### src/rtl/divider_iter_if.sv
// Handshake and data bundle between the execute stage and the divider.
// The master side issues requests; the slave side is the divider itself.
interface divider_iter_if #(
   parameter int WIDTH = 32
);
   logic               start;
   logic               sign;
   logic               abort;
   logic [WIDTH-1:0]   A;
   logic [WIDTH-1:0]   B;
   logic [2*WIDTH-1:0] result;
   logic               busy;

   modport master (
      output start, sign, abort, A, B,
      input  result, busy
   );

   modport slave (
      input  start, sign, abort, A, B,
      output result, busy
   );
endinterface

### src/rtl/divider_iter.sv
// Iterative radix-2 non-restoring divider for DIV/DIVU.
// result = {remainder, quotient}; busy stalls the pipeline.
module divider_iter #(
   parameter int WIDTH = 32
) (
   input  logic           clk,
   input  logic           resetn,
   divider_iter_if.slave  bus
);

   localparam int CW = (WIDTH > 1) ? $clog2(WIDTH) : 1;

   typedef enum logic [1:0] {
      IDLE = 2'd0,
      CALC = 2'd1,
      FIX  = 2'd2
   } state_t;

   state_t             state;
   logic [CW-1:0]      count;
   logic               mode_s;
   logic               a_neg;
   logic               b_neg;
   logic               b_zero;
   logic [WIDTH-1:0]   a_raw;
   logic [WIDTH-1:0]   bm;
   logic [WIDTH:0]     rem;
   logic [WIDTH-1:0]   quo;
   logic [2*WIDTH-1:0] res_q;

   logic [WIDTH-1:0]   a_mag;
   logic [WIDTH-1:0]   b_mag;
   logic [WIDTH:0]     rem_sh;
   logic [WIDTH:0]     rem_nx;
   logic [WIDTH-1:0]   r_mag;
   logic [WIDTH-1:0]   q_fx;
   logic [WIDTH-1:0]   r_fx;

   always_comb begin
      a_mag = (bus.sign && bus.A[WIDTH-1]) ? -bus.A : bus.A;
      b_mag = (bus.sign && bus.B[WIDTH-1]) ? -bus.B : bus.B;
   end

   // Wraps modulo 2^(WIDTH+1); the post-add value is always in range.
   always_comb begin
      rem_sh = {rem[WIDTH-1:0], quo[WIDTH-1]};
      if (rem[WIDTH])
         rem_nx = rem_sh + {1'b0, bm};
      else
         rem_nx = rem_sh - {1'b0, bm};
   end

   always_comb begin
      r_mag = rem[WIDTH-1:0] + (rem[WIDTH] ? bm : '0);
      q_fx  = (mode_s && (a_neg ^ b_neg)) ? -quo : quo;
      r_fx  = (mode_s && a_neg) ? -r_mag : r_mag;
      if (b_zero) begin
         q_fx = '1;
         r_fx = a_raw;
      end
   end

   always_ff @(posedge clk or negedge resetn) begin
      if (!resetn) begin
         state  <= IDLE;
         count  <= '0;
         mode_s <= 1'b0;
         a_neg  <= 1'b0;
         b_neg  <= 1'b0;
         b_zero <= 1'b0;
         a_raw  <= '0;
         bm     <= '0;
         rem    <= '0;
         quo    <= '0;
         res_q  <= '0;
      end else begin
         unique case (state)
            IDLE: begin
               if (bus.start && !bus.abort) begin
                  mode_s <= bus.sign;
                  a_neg  <= bus.sign & bus.A[WIDTH-1];
                  b_neg  <= bus.sign & bus.B[WIDTH-1];
                  b_zero <= (bus.B == '0);
                  a_raw  <= bus.A;
                  bm     <= b_mag;
                  quo    <= a_mag;
                  rem    <= '0;
                  count  <= '0;
                  state  <= CALC;
               end
            end
            CALC: begin
               if (bus.abort) begin
                  state <= IDLE;
               end else begin
                  rem   <= rem_nx;
                  quo   <= {quo[WIDTH-2:0], ~rem_nx[WIDTH]};
                  count <= count + 1'b1;
                  if (count == CW'(WIDTH-1))
                     state <= FIX;
               end
            end
            FIX: begin
               if (!bus.abort)
                  res_q <= {r_fx, q_fx};
               state <= IDLE;
            end
            default: state <= IDLE;
         endcase
      end
   end

   // Combinational in the start cycle so the stall is immediate.
   assign bus.busy   = (state != IDLE) ||
                       (bus.start && !bus.abort);
   assign bus.result = res_q;

endmodule

### src/flat_wrapper.sv
// flat-port wrapper written by rule: the top's interface ports become plain ports
module divider_iter_flat 
#(
   parameter int WIDTH = 32
)
  (clk, resetn, bus_start, bus_sign, bus_abort, bus_A, bus_B, bus_result, bus_busy);
  divider_iter_if #(.WIDTH(WIDTH)) bus_i ();
  input  logic clk;
  input  logic resetn;
  input wire logic [$bits(bus_i.start)-1:0] bus_start;
  input wire logic [$bits(bus_i.sign)-1:0] bus_sign;
  input wire logic [$bits(bus_i.abort)-1:0] bus_abort;
  input wire logic [$bits(bus_i.A)-1:0] bus_A;
  input wire logic [$bits(bus_i.B)-1:0] bus_B;
  output wire logic [$bits(bus_i.result)-1:0] bus_result;
  output wire logic [$bits(bus_i.busy)-1:0] bus_busy;
  assign bus_i.start = bus_start;
  assign bus_i.sign = bus_sign;
  assign bus_i.abort = bus_abort;
  assign bus_i.A = bus_A;
  assign bus_i.B = bus_B;
  assign bus_result = bus_i.result;
  assign bus_busy = bus_i.busy;
  divider_iter #(.WIDTH(WIDTH)) u_core (.clk(clk), .resetn(resetn), .bus(bus_i));
endmodule
### config.mk
export PLATFORM = sky130hd
export DESIGN_NAME = divider_iter_flat
export DESIGN_NICKNAME = d
export VERILOG_FILES = /design/src/rtl/divider_iter_if.sv /design/src/rtl/divider_iter.sv /design/src/flat_wrapper.sv
export SDC_FILE = /design/constraint.sdc
export NUM_CORES = 1
export LEC_CHECK = 0
export CORE_MARGIN = 10
export CORE_UTILIZATION = 55
export DETAILED_ROUTE_END_ITERATION = 8
export HOLD_SLACK_MARGIN = 0.06
export PLACE_DENSITY = 0.74
export SLEW_MARGIN = 5
export SYNTH_ARGS = -nofsm -noshare
export SYNTH_HDL_FRONTEND = slang
export SYNTH_SLANG_ARGS = --single-unit
### constraint.sdc
create_clock -name clk -period 5.7 [get_ports clk]
set_clock_uncertainty 0.1 [all_clocks]
set_input_delay 0.57 -clock clk [delete_from_list [all_inputs] [get_ports clk]]
set_output_delay 0.57 -clock clk [all_outputs]
set_load 0.1 [all_outputs]
==> flow_metrics.env, run 1 <==
export IMPL_ys_ff_latch=204
export IMPL_sw_frac_of_total_pct=41.9
export IMPL_numPortBuffers=133
export IMPL_clkSlewWorstSetupHoldPaths_ns=0.06
export IMPL_cts_tree="done"
export IMPL_powerDensity_nw_per_um2=432
export IMPL_drc=0
export IMPL_wl_met1_um=19300
export IMPL_synth_simple_gate_area_share_pct=21.7
export IMPL_maxSlewViolCount=0
export IMPL_min_path_type="reg2reg"
export IMPL_pwr_share_comb_pct=50.0
export IMPL_met2_length_um=18500
export IMPL_core_area_um2=26300
export IMPL_dieArea_um2=33900
export IMPL_finalSetupViolCount=0
export IMPL_hold_violations=0
export IMPL_drive_above_1_share_pct=4.07
export IMPL_grt_total_usage_pct=23.5
export IMPL_cpPeakStageDelay_ns=0.42
export IMPL_crit_family="compound AO/OA/AOI/OAI gates"
export IMPL_syn_inst=1867
export IMPL_final_common_cell="nand2_1"
export IMPL_numCtsBuffers=24
export IMPL_num_rows=59
export IMPL_critPathCaptureType="flop"
export IMPL_start_util_pct=56.3
export IMPL_grt_pass1_wl_um=66200
export IMPL_num_nets_final=2089
export IMPL_viasPerCell=5.86
export IMPL_place_gp_congestion=0.966
export IMPL_fin_crit_sh_pct=83.7
export IMPL_synth_flop_cell="dfrtp_1"
export IMPL_async_reset_ff_share_pct=100
export IMPL_syn_num_nets=2008
export IMPL_seqPwrFrac_pct=27.3
export IMPL_synth_xor_area_share_pct=11.5
export IMPL_crit_path_frequent_cell="o21ai_0"
export IMPL_post_synth_cell_area_avg_um2=7.93
export IMPL_switchingPower_uw=3120
export IMPL_grt_max_degree=113
export IMPL_seq_area_frac_synth_pct=34.5
export IMPL_stdcell_count=2300
export IMPL_wl_met3_um=2150
export IMPL_wl_um=41000
export IMPL_synth_top_family_by_area="compound AO/OA/AOI/OAI gates"
export IMPL_final_cell_mix="nand2_1, dfrtp_1, o21ai_0"
export IMPL_path_buf_inv=1
export IMPL_grt_pass1_vias=13000
export IMPL_required_ns=5.94
export IMPL_synthDistinctLibCells=80
export IMPL_path_cells="inv_1 -> ha_1 -> nand2_1 -> nor3_1 -> nand2_1 -> nor3_1 -> nor2_1 -> xnor2_1 -> ha_1 -> a21o_1 -> a31oi_1 -> o21ai_0 -> a21oi_1 -> nor2_1 -> a311oi_1 -> o21ai_0 -> a211o_1 -> a31oi_1 -> xor2_1 -> o21ai_0"
export IMPL_max_freq_ghz=0.210
export IMPL_antenna_found_initial=1
export IMPL_crit_type="reg2reg"
export IMPL_place_inst=2256
export IMPL_stdcell_area_um2=17200
export IMPL_p_clk_share_pct=22.7
export IMPL_rsz0062_at_grt="false"
export IMPL_cap_violations=0
export IMPL_post_route_min_period_ns=4.77
export IMPL_ios=134
export IMPL_p_total_uw=7440
export IMPL_clockBufferDepth=3
export IMPL_place_area_um2=16300
export IMPL_peakVddDrop_v=0.000206
export IMPL_firstDrtPassIters=5
export IMPL_synth_warnings=0
export IMPL_vias=13500
export IMPL_p_leak_uw=0.00760
export IMPL_synthMuxAreaShare_pct=0.676
export IMPL_wire_per_inst_um=17.8
export IMPL_grt_overflow=0
export IMPL_intPower_uw=4320
export IMPL_cts_root_buf="clkbuf_16"
export IMPL_slowest_stage="dfrtp_1"
export IMPL_pre_cts_ws_ns=1.01
export IMPL_insertedDiodeCount=0
export IMPL_fill_cells=2273
export IMPL_dp_hpwl_um=30900
export IMPL_die_width_um=184
export IMPL_synthAdderAreaFrac_pct=6.19
export IMPL_clock_latency_ns=0.52
export IMPL_antenna_left=0
export IMPL_synth_compound_area_share_pct=22.1
export IMPL_drt_iter0_drc=1181
export IMPL_synth_enable_flop_cells=0
export IMPL_tns_ns=0
export IMPL_die_h_um=184
export IMPL_status="finished clean"
export IMPL_critical_path_arrival_ns=5.01
export IMPL_area_growth_pct=16.4
export IMPL_max_slew_margin_pct=20.9
export IMPL_path_max_fanout=7
export IMPL_syn_area_um2=14800
export IMPL_cts_max_level=1
export IMPL_setup_ws_ns=0.928
export IMPL_max_slew_worst_pin_slew_ns=1.19
export IMPL_cp_start_kind="flop"
export IMPL_highest_layer="met5"
export IMPL_cts_sinks=204
[layer usage]
layer	vias up	global-route usage, %
li1	6706	-
met1	6317	31.9
met2	407	38.6
met3	55	2.83
met4	2	6.33
met5	-	0
[logic make-up after synthesis]
group	Yosys count
DFF	204
and+or+nand+nor	703
muxes	10
xor gates and xnor gates	194
AOI/OAI and AO/OA	550
buffers and inverters	134
adders and majority gates	72
[repair_timing]
item / 4_1_cts / 5_1_grt
setup buffers: 0 / 0
hold endpoints to repair: 30 / 0
hold buffers: 1 / 0
gates resized for setup: 0 / 0
[Yosys cell counts (3+ instances only)]
library cell | number | area share, %
a22oi_1 | 3 | 0.15
a21oi_1 | 184 | 6.2
a221o_1 | 4 | 0.27
o31a_1 | 3 | 0.18
nor3_1 | 34 | 1.1
clkbuf_1 | 80 | 2.0
nor2_1 | 183 | 4.6
o21a_1 | 14 | 0.71
dfrtp_1 | 204 | 34
nor4_1 | 18 | 0.76
o21ai_0 | 201 | 6.8
and3_1 | 16 | 0.68
o21bai_1 | 10 | 0.51
o41ai_1 | 10 | 0.59
inv_1 | 42 | 1.1
o31ai_1 | 20 | 1.0
ha_1 | 70 | 5.9
mux2i_1 | 10 | 0.68
xnor2_1 | 86 | 5.1
nor3b_1 | 4 | 0.20
or2_2 | 5 | 0.21
nand2_1 | 295 | 7.5
a41oi_1 | 4 | 0.24
a21o_1 | 27 | 1.4
a21boi_0 | 3 | 0.15
or3_1 | 19 | 0.80
nor2b_1 | 9 | 0.38
a31oi_1 | 17 | 0.72
and4_1 | 3 | 0.18
a211oi_1 | 6 | 0.30
a211o_1 | 4 | 0.24
buf_1 | 6 | 0.15
o21ai_1 | 4 | 0.14
nand3_1 | 23 | 0.78
o211ai_1 | 3 | 0.15
o311ai_0 | 3 | 0.18
buf_2 | 4 | 0.14
or4_1 | 11 | 0.56
and2_1 | 41 | 1.7
xor2_1 | 108 | 6.4
nand2b_1 | 17 | 0.72
nand4_1 | 12 | 0.51
[final cells by class]
class                           instances  area, um^2  area share, %
Timing Repair Buffer                  147        1460           8.44
Inverter                               42         158          0.915
Clock buffer                           33         696           4.04
Tap cell                              335         419           2.43
Sequential cell                       204        5110           29.6
Multi-Input combinational cell       1529        9220           53.5
Clock inverter                         10         178           1.03
[final timing paths]
| check | endpoint | slack, ns | cells past startpoint | start |
|---|---|---|---|---|
| worst max-delay path | u_core.rem[31] | 0.93 | 20 | u_core.bm[0] |
| worst min register to register | u_core.a_raw[26] | 0.37 | 2 | u_core.a_raw[26] |
| worst min-delay path | u_core.a_raw[26] | 0.37 | 2 | u_core.a_raw[26] |
| worst max register to register | u_core.rem[31] | 0.93 | 20 | u_core.bm[0] |
| max in group asynchronous | u_core.count[4] | 3.86 | 3 | resetn |
| min in group asynchronous | u_core.a_raw[2] | 0.55 | 2 | resetn |
[power by group through the flow]
stage | registers, uW | clock network, uW | logic, uW
2_1_floorplan | 1930 | 0 | 2900
3_3_place_gp | 2040 | 0 | 3610
3_5_place_dp | 2040 | 0 | 3660
4_1_cts | 2020 | 1710 | 3690
5_1_grt | 2070 | 1750 | 4170
6_report | 2030 | 1690 | 3720
[through the flow]
| stage | util (%) | hold WS, ns |
|---|---|---|
| 2_1_floorplan | - | 0.174 |
| 3_3_place_gp | 62.2 | 0.351 |
| 3_5_place_dp | 62.2 | 0.363 |
| 4_1_cts | 65.5 | 0.376 |
| 5_1_grt | 65.6 | 0.394 |
| 6_report | 65.6 | 0.375 |
[registers in the layout, summed over array words and instances (netlist names)]
name and cells:
u_core.quo 32, u_core.b_zero 1, u_core.bus.result 64, u_core.bm 32, u_core.a_neg 1, u_core.b_neg 1
u_core.mode_s 1, u_core.count 5, u_core.a_raw 32, u_core.rem 33, u_core.state 2
[worst reg2reg max path, delay by kind of cell, from the launching register on]
| family | cells | cell delay [ns] |
|---|---|---|
| AOI/OAI and AO/OA | 9 | 1.98 |
| and+or+nand+nor | 6 | 1.10 |
| adders and majority gates | 2 | 0.58 |
| DFF | 1 | 0.42 |
| xor gates and xnor gates | 2 | 0.32 |
| buffers and inverters | 1 | 0.12 |
(Power assumes the default switching activity.)
==> inputs of run 2 (changes only) <==
--- a/config.mk
+++ b/config.mk
@@ -6,10 +6,10 @@
 export NUM_CORES = 1
 export LEC_CHECK = 0
 export CORE_MARGIN = 10
-export CORE_UTILIZATION = 55
+export CORE_UTILIZATION = 54
 export DETAILED_ROUTE_END_ITERATION = 8
 export HOLD_SLACK_MARGIN = 0.06
-export PLACE_DENSITY = 0.74
+export PLACE_DENSITY = 0.76
 export SLEW_MARGIN = 5
 export SYNTH_ARGS = -nofsm -noshare
 export SYNTH_HDL_FRONTEND = slang
==> constraint.sdc (replaced) <==
create_clock -name clk -period 4 [get_ports clk]
set_clock_uncertainty 0.1 [all_clocks]
set_input_delay 0.4 -clock clk [delete_from_list [all_inputs] [get_ports clk]]
set_output_delay 0.4 -clock clk [all_outputs]
set_load 0.1 [all_outputs]
==> flow_metrics.env, run 2 (synthesized netlist as in run 1, its figures left out) <==
export IMPL_status="finished, violations left"
export IMPL_violations="setup timing"
export IMPL_hp_start="u_core.bus.result[0]"
export IMPL_num_rows=60
export IMPL_place_area_um2=17900
export IMPL_grt_total_usage_pct=25.4
export IMPL_numCtsBuffers=23
export IMPL_required_ns=4.32
export IMPL_drc=0
export IMPL_cp_start_kind="flop"
export IMPL_sw_frac_of_total_pct=41.1
export IMPL_die_width_um=186
export IMPL_post_route_min_period_ns=4.19
export IMPL_dieArea_um2=34400
export IMPL_seqPwrFrac_pct=23.4
export IMPL_clockBufferDepth=3
export IMPL_peakVddDrop_v=0.000345
export IMPL_cts_tree="done"
export IMPL_intPower_uw=7250
export IMPL_cap_violations=0
export IMPL_pwr_share_comb_pct=58.3
export IMPL_cts_root_buf="clkbuf_16"
export IMPL_viasPerCell=5.82
export IMPL_powerDensity_nw_per_um2=638
export IMPL_largest_reg_flops=64
export IMPL_p_leak_uw=0.00871
export IMPL_setup_ws_ns=-0.193
export IMPL_maxSlewViolCount=0
export IMPL_wire_per_inst_um=17.6
export IMPL_stdcell_count=2534
export IMPL_antenna_left=0
export IMPL_place_inst=2464
export IMPL_dp_hpwl_um=33400
export IMPL_startpoint="u_core.bm[0]"
export IMPL_critical_path_arrival_ns=4.52
export IMPL_path_cells="inv_2 -> buf_6 -> nor2_4 -> ha_4 -> fa_2 -> a21o_1 -> a221oi_2 -> xnor2_1 -> a2111o_1 -> or4_4 -> or3_4 -> nor3_4 -> buf_6 -> nand2b_4 -> o31ai_4 -> xnor2_1 -> a221o_1"
export IMPL_clkSlewWorstSetupHoldPaths_ns=0.06
export IMPL_rr_startpoint="u_core.bm[0]"
export IMPL_drt_iter0_drc=1317
export IMPL_switchingPower_uw=5050
export IMPL_clock_latency_ns=0.54
export IMPL_grt_pass1_wl_um=71600
export IMPL_cts_max_level=1
export IMPL_num_nets_final=2316
export IMPL_grt_max_degree=106
export IMPL_final_common_cell="nand2_1"
export IMPL_ios=134
export IMPL_numPortBuffers=133
export IMPL_max_slew_margin_pct=28.9
export IMPL_min_path_type="reg2reg"
export IMPL_cts_sinks=204
export IMPL_place_gp_congestion=0.928
export IMPL_firstDrtPassIters=6
export IMPL_drive_above_1_share_pct=17.0
export IMPL_crit_type="reg2reg"
export IMPL_max_freq_ghz=0.238
export IMPL_tns_ns=-1.54
export IMPL_die_h_um=186
export IMPL_stdcell_area_um2=19300
export IMPL_vias=14800
export IMPL_antenna_found_initial=0
export IMPL_max_slew_worst_pin_slew_ns=1.07
export IMPL_wl_um=44500
export IMPL_critPathCaptureType="flop"
export IMPL_area_growth_pct=30.2
export IMPL_grt_pass1_vias=14300
export IMPL_slowest_stage="or4_4"
export IMPL_hold_violations=0
export IMPL_grt_overflow=0
export IMPL_core_area_um2=27000
export IMPL_p_clk_share_pct=18.3
export IMPL_start_util_pct=54.9
export IMPL_final_cell_mix="nand2_1, buf_4, dfrtp_1"
export IMPL_rsz0062_at_grt="true"
export IMPL_finalSetupViolCount=17
export IMPL_cpPeakStageDelay_ns=0.43
export IMPL_path_max_fanout=4
export IMPL_fin_crit_sh_pct=105
[run 2: what timing repair did]
action                                 CTS  global route
pin swaps                               20            55
hold buffers                             1             0
endpoints found under the hold margin  101             0
resized for setup                       41            63
setup buffers                           22             8
setup endpoints to repair               21            30
[run 2: cell type report]
cell class | count | area [um^2]
tap | 341 | 427
antenna | 1 | 2.50
clock buffer | 31 | 676
inverter | 42 | 158
timing repair buffer | 375 | 3170
fill | 2153 | 7670
multi-input combinational | 1529 | 9610
sequential | 204 | 5110
clock inverter | 11 | 131
[run 2: final timing paths]
kind	to	slack [ns]	cells past startpoint
max reg2reg	u_core.bus.result[63]	-0.19	17
max in group asynchronous	u_core.count[0]	2.35	3
min in group asynchronous	u_core.bus.result[33]	0.42	2
max	u_core.bus.result[63]	-0.19	17
min reg2reg	u_core.bus.result[0]	0.37	2
min	u_core.bus.result[0]	0.37	2
[run 2: per-stage QoR]
step	power, uW	hold WS [ns]	setup slack (ns)	utilization (%)
2_1_floorplan	6880	0.00441	-0.0628	-
5_1_grt	13200	0.398	-0.302	71.5
4_1_cts	12000	0.375	-0.0832	70.6
6_report	12300	0.373	-0.193	71.5
3_3_place_gp	9290	0.351	-0.285	66.3
3_5_place_dp	9410	0.360	-0.347	66.3
[run 2: power groups by stage]
stage,logic (uW),registers [uW],clock network (uW)
floorplan,4130,2750,0
global placement,6410,2870,0
detailed placement,6530,2880,0
CTS,6870,2860,2270
global route,7900,2920,2370
finish,7170,2880,2250
[run 2: worst max-delay path: cells and delay by family (launching register included)]
family | cells | cell delay, ns
fa+ha+maj | 2 | 0.54
flops | 1 | 0.41
xor+xnor | 2 | 0.25
compound gates | 5 | 1.41
buf+inv | 3 | 0.33
simple gates | 5 | 1.05
[run 2: layer usage]
| metal | track usage (%) | wire length [um] |
|---|---|---|
| met1 | 32.8 | 19100 |
| met2 | 43.0 | 20900 |
| met3 | 3.55 | 3290 |
| met4 | 7.80 | 1190 |
| met5 | 0 | 0 |
==> inputs of run 3 (changes only) <==
==> constraint.sdc (replaced) <==
create_clock -name clk -period 4 [get_ports clk]
set_clock_uncertainty 0.1 [all_clocks]
set_input_delay 0.6 -clock clk [delete_from_list [all_inputs] [get_ports clk]]
set_output_delay 0.6 -clock clk [all_outputs]
set_load 0.1 [all_outputs]
==> flow_metrics.env, run 3 (synthesized netlist as in run 1, its figures left out) <==
export IMPL_cts_max_level=1
export IMPL_path_max_fanout=3
export IMPL_max_slew_worst_pin_slew_ns=1.00
export IMPL_p_total_uw=12400
export IMPL_peakVddDrop_v=0.000432
export IMPL_core_area_um2=27000
export IMPL_stdcell_area_um2=19400
export IMPL_tns_ns=-0.995
export IMPL_dp_hpwl_um=33600
export IMPL_die_h_um=186
export IMPL_critPathCaptureType="flop"
export IMPL_ctsHoldBuffers=0
export IMPL_seqCellArea_um2=5110
export IMPL_ios=134
export IMPL_largest_reg_flops=64
export IMPL_grt_pass1_wl_um=70800
export IMPL_cp_start_kind="flop"
export IMPL_status="finished, violations left"
export IMPL_viasPerCell=5.76
export IMPL_numPortBuffers=133
export IMPL_start_util_pct=54.9
export IMPL_rsz0062_at_grt="true"
export IMPL_max_freq_ghz=0.240
export IMPL_drive_above_1_share_pct=17.5
export IMPL_fin_crit_sh_pct=104
export IMPL_final_cell_mix="nand2_1, buf_4, dfrtp_1"
export IMPL_cts_root_buf="clkbuf_16"
export IMPL_p_leak_uw=0.00876
export IMPL_clock_latency_ns=0.53
export IMPL_clockBufferDepth=3
export IMPL_setup_ws_ns=-0.170
export IMPL_die_width_um=186
export IMPL_pre_cts_ws_ns=-0.305
export IMPL_final_util_pct=71.9
export IMPL_powerDensity_nw_per_um2=638
export IMPL_post_route_min_period_ns=4.17
export IMPL_numCtsBuffers=24
export IMPL_rr_startpoint="u_core.bm[1]"
export IMPL_place_area_um2=17900
export IMPL_antenna_left=0
export IMPL_required_ns=4.31
export IMPL_cts_sinks=204
export IMPL_hold_violations=0
export IMPL_wire_per_inst_um=17.5
export IMPL_cap_violations=0
export IMPL_min_path_type="in2async"
export IMPL_wl_um=44100
export IMPL_critical_path_arrival_ns=4.48
export IMPL_violations="setup timing"
export IMPL_dieArea_um2=34400
export IMPL_place_gp_congestion=0.954
export IMPL_grt_pass1_vias=14200
export IMPL_drt_iter0_drc=1094
export IMPL_grt_max_degree=97
export IMPL_crit_type="reg2reg"
export IMPL_insertedDiodeCount=0
export IMPL_maxSlewViolCount=0
export IMPL_antenna_found_initial=0
export IMPL_grt_total_usage_pct=25.0
export IMPL_cts_tree="done"
export IMPL_num_nets_final=2312
export IMPL_fill_cells=2141
export IMPL_firstDrtPassIters=5
export IMPL_startpoint="u_core.bm[1]"
export IMPL_vias=14600
export IMPL_grt_overflow=0
export IMPL_area_growth_pct=30.8
export IMPL_final_common_cell="nand2_1"
export IMPL_max_slew_margin_pct=33.1
export IMPL_multi_input_area_um2=9700
export IMPL_num_rows=60
export IMPL_drc=0
export IMPL_clkSlewWorstSetupHoldPaths_ns=0.06
export IMPL_finalSetupViolCount=12
## run 3: changes by cell type in the layout (fill, tap and decap cells not counted), moves of 3 or more
cell and delta:
buf_4 -14, a21oi_1 -9, a21oi_2 +8, buf_6 +7, clkbuf_1 +5, a211oi_2 -3, buf_12 +3
## run 3: metal layers
| metal | vias up | GRT usage, % | part of all wire (%) |
|---|---|---|---|
| met2 | 436 | 41.9 | 47 |
| li1 | 7146 | - | - |
| met1 | 6893 | 32.6 | 44 |
| met5 | - | 0 | 0 |
| met4 | 0 | 8.61 | 3.5 |
| met3 | 93 | 3.00 | 5.7 |
## run 3: area by class of cell
type                    count  area share (%)
multi-input cells        1529            50.1
flip-flops and latches    204            26.4
repair buffers            370            16.5
clock buffers              36            3.64
well taps                 341            2.20
inverters                  42           0.814
clock inverters             6           0.375
## run 3: report_power, final
group	switching [uW]	leakage, uW	internal (uW)
Combinational	3750	0.00571	3560
Clock	877	0.000380	1280
Sequential	465	0.00267	2420
## run 3: final timing paths
kind,endpoint,slack (ns),depth (start not counted)
worst max-delay path,u_core.bus.result[63],-0.17,17
worst min-delay path,u_core.bus.result[38],0.06,1
worst max register to register,u_core.bus.result[63],-0.17,17
worst min register to register,u_core.a_raw[15],0.38,2
max in group asynchronous,u_core.b_zero,2.84,2
min in group clk,u_core.a_raw[15],0.38,2
## run 3: what timing repair did
action	in CTS	in global routing
cloned	0	0
setup endpoints to repair	20	30
pin swaps	28	85
buffers inserted	14	15
gates resized for setup	43	94
## run 3: worst max-delay path: stages (launching register included)
cell and delay [ns]:
dfrtp_1 0.43, inv_1 0.14, buf_4 0.14, nor2_4 0.04
fa_2 0.40, a211oi_4 0.25, o21ai_2 0.10, buf_4 0.15
and3_4 0.14, or3_4 0.38, a32oi_2 0.18, or4b_4 0.52
nor3_4 0.28, buf_6 0.15, nand2b_4 0.06, o31ai_4 0.19
xnor2_1 0.09, a221o_1 0.29
## run 3: per-stage QoR
step,cells,hold slack [ns]
finish,2528,0.0564
global route,2528,0.115
CTS,2519,0.0835
detailed placement,2463,0.358
global placement,2463,0.353
floorplan,1867,0.204
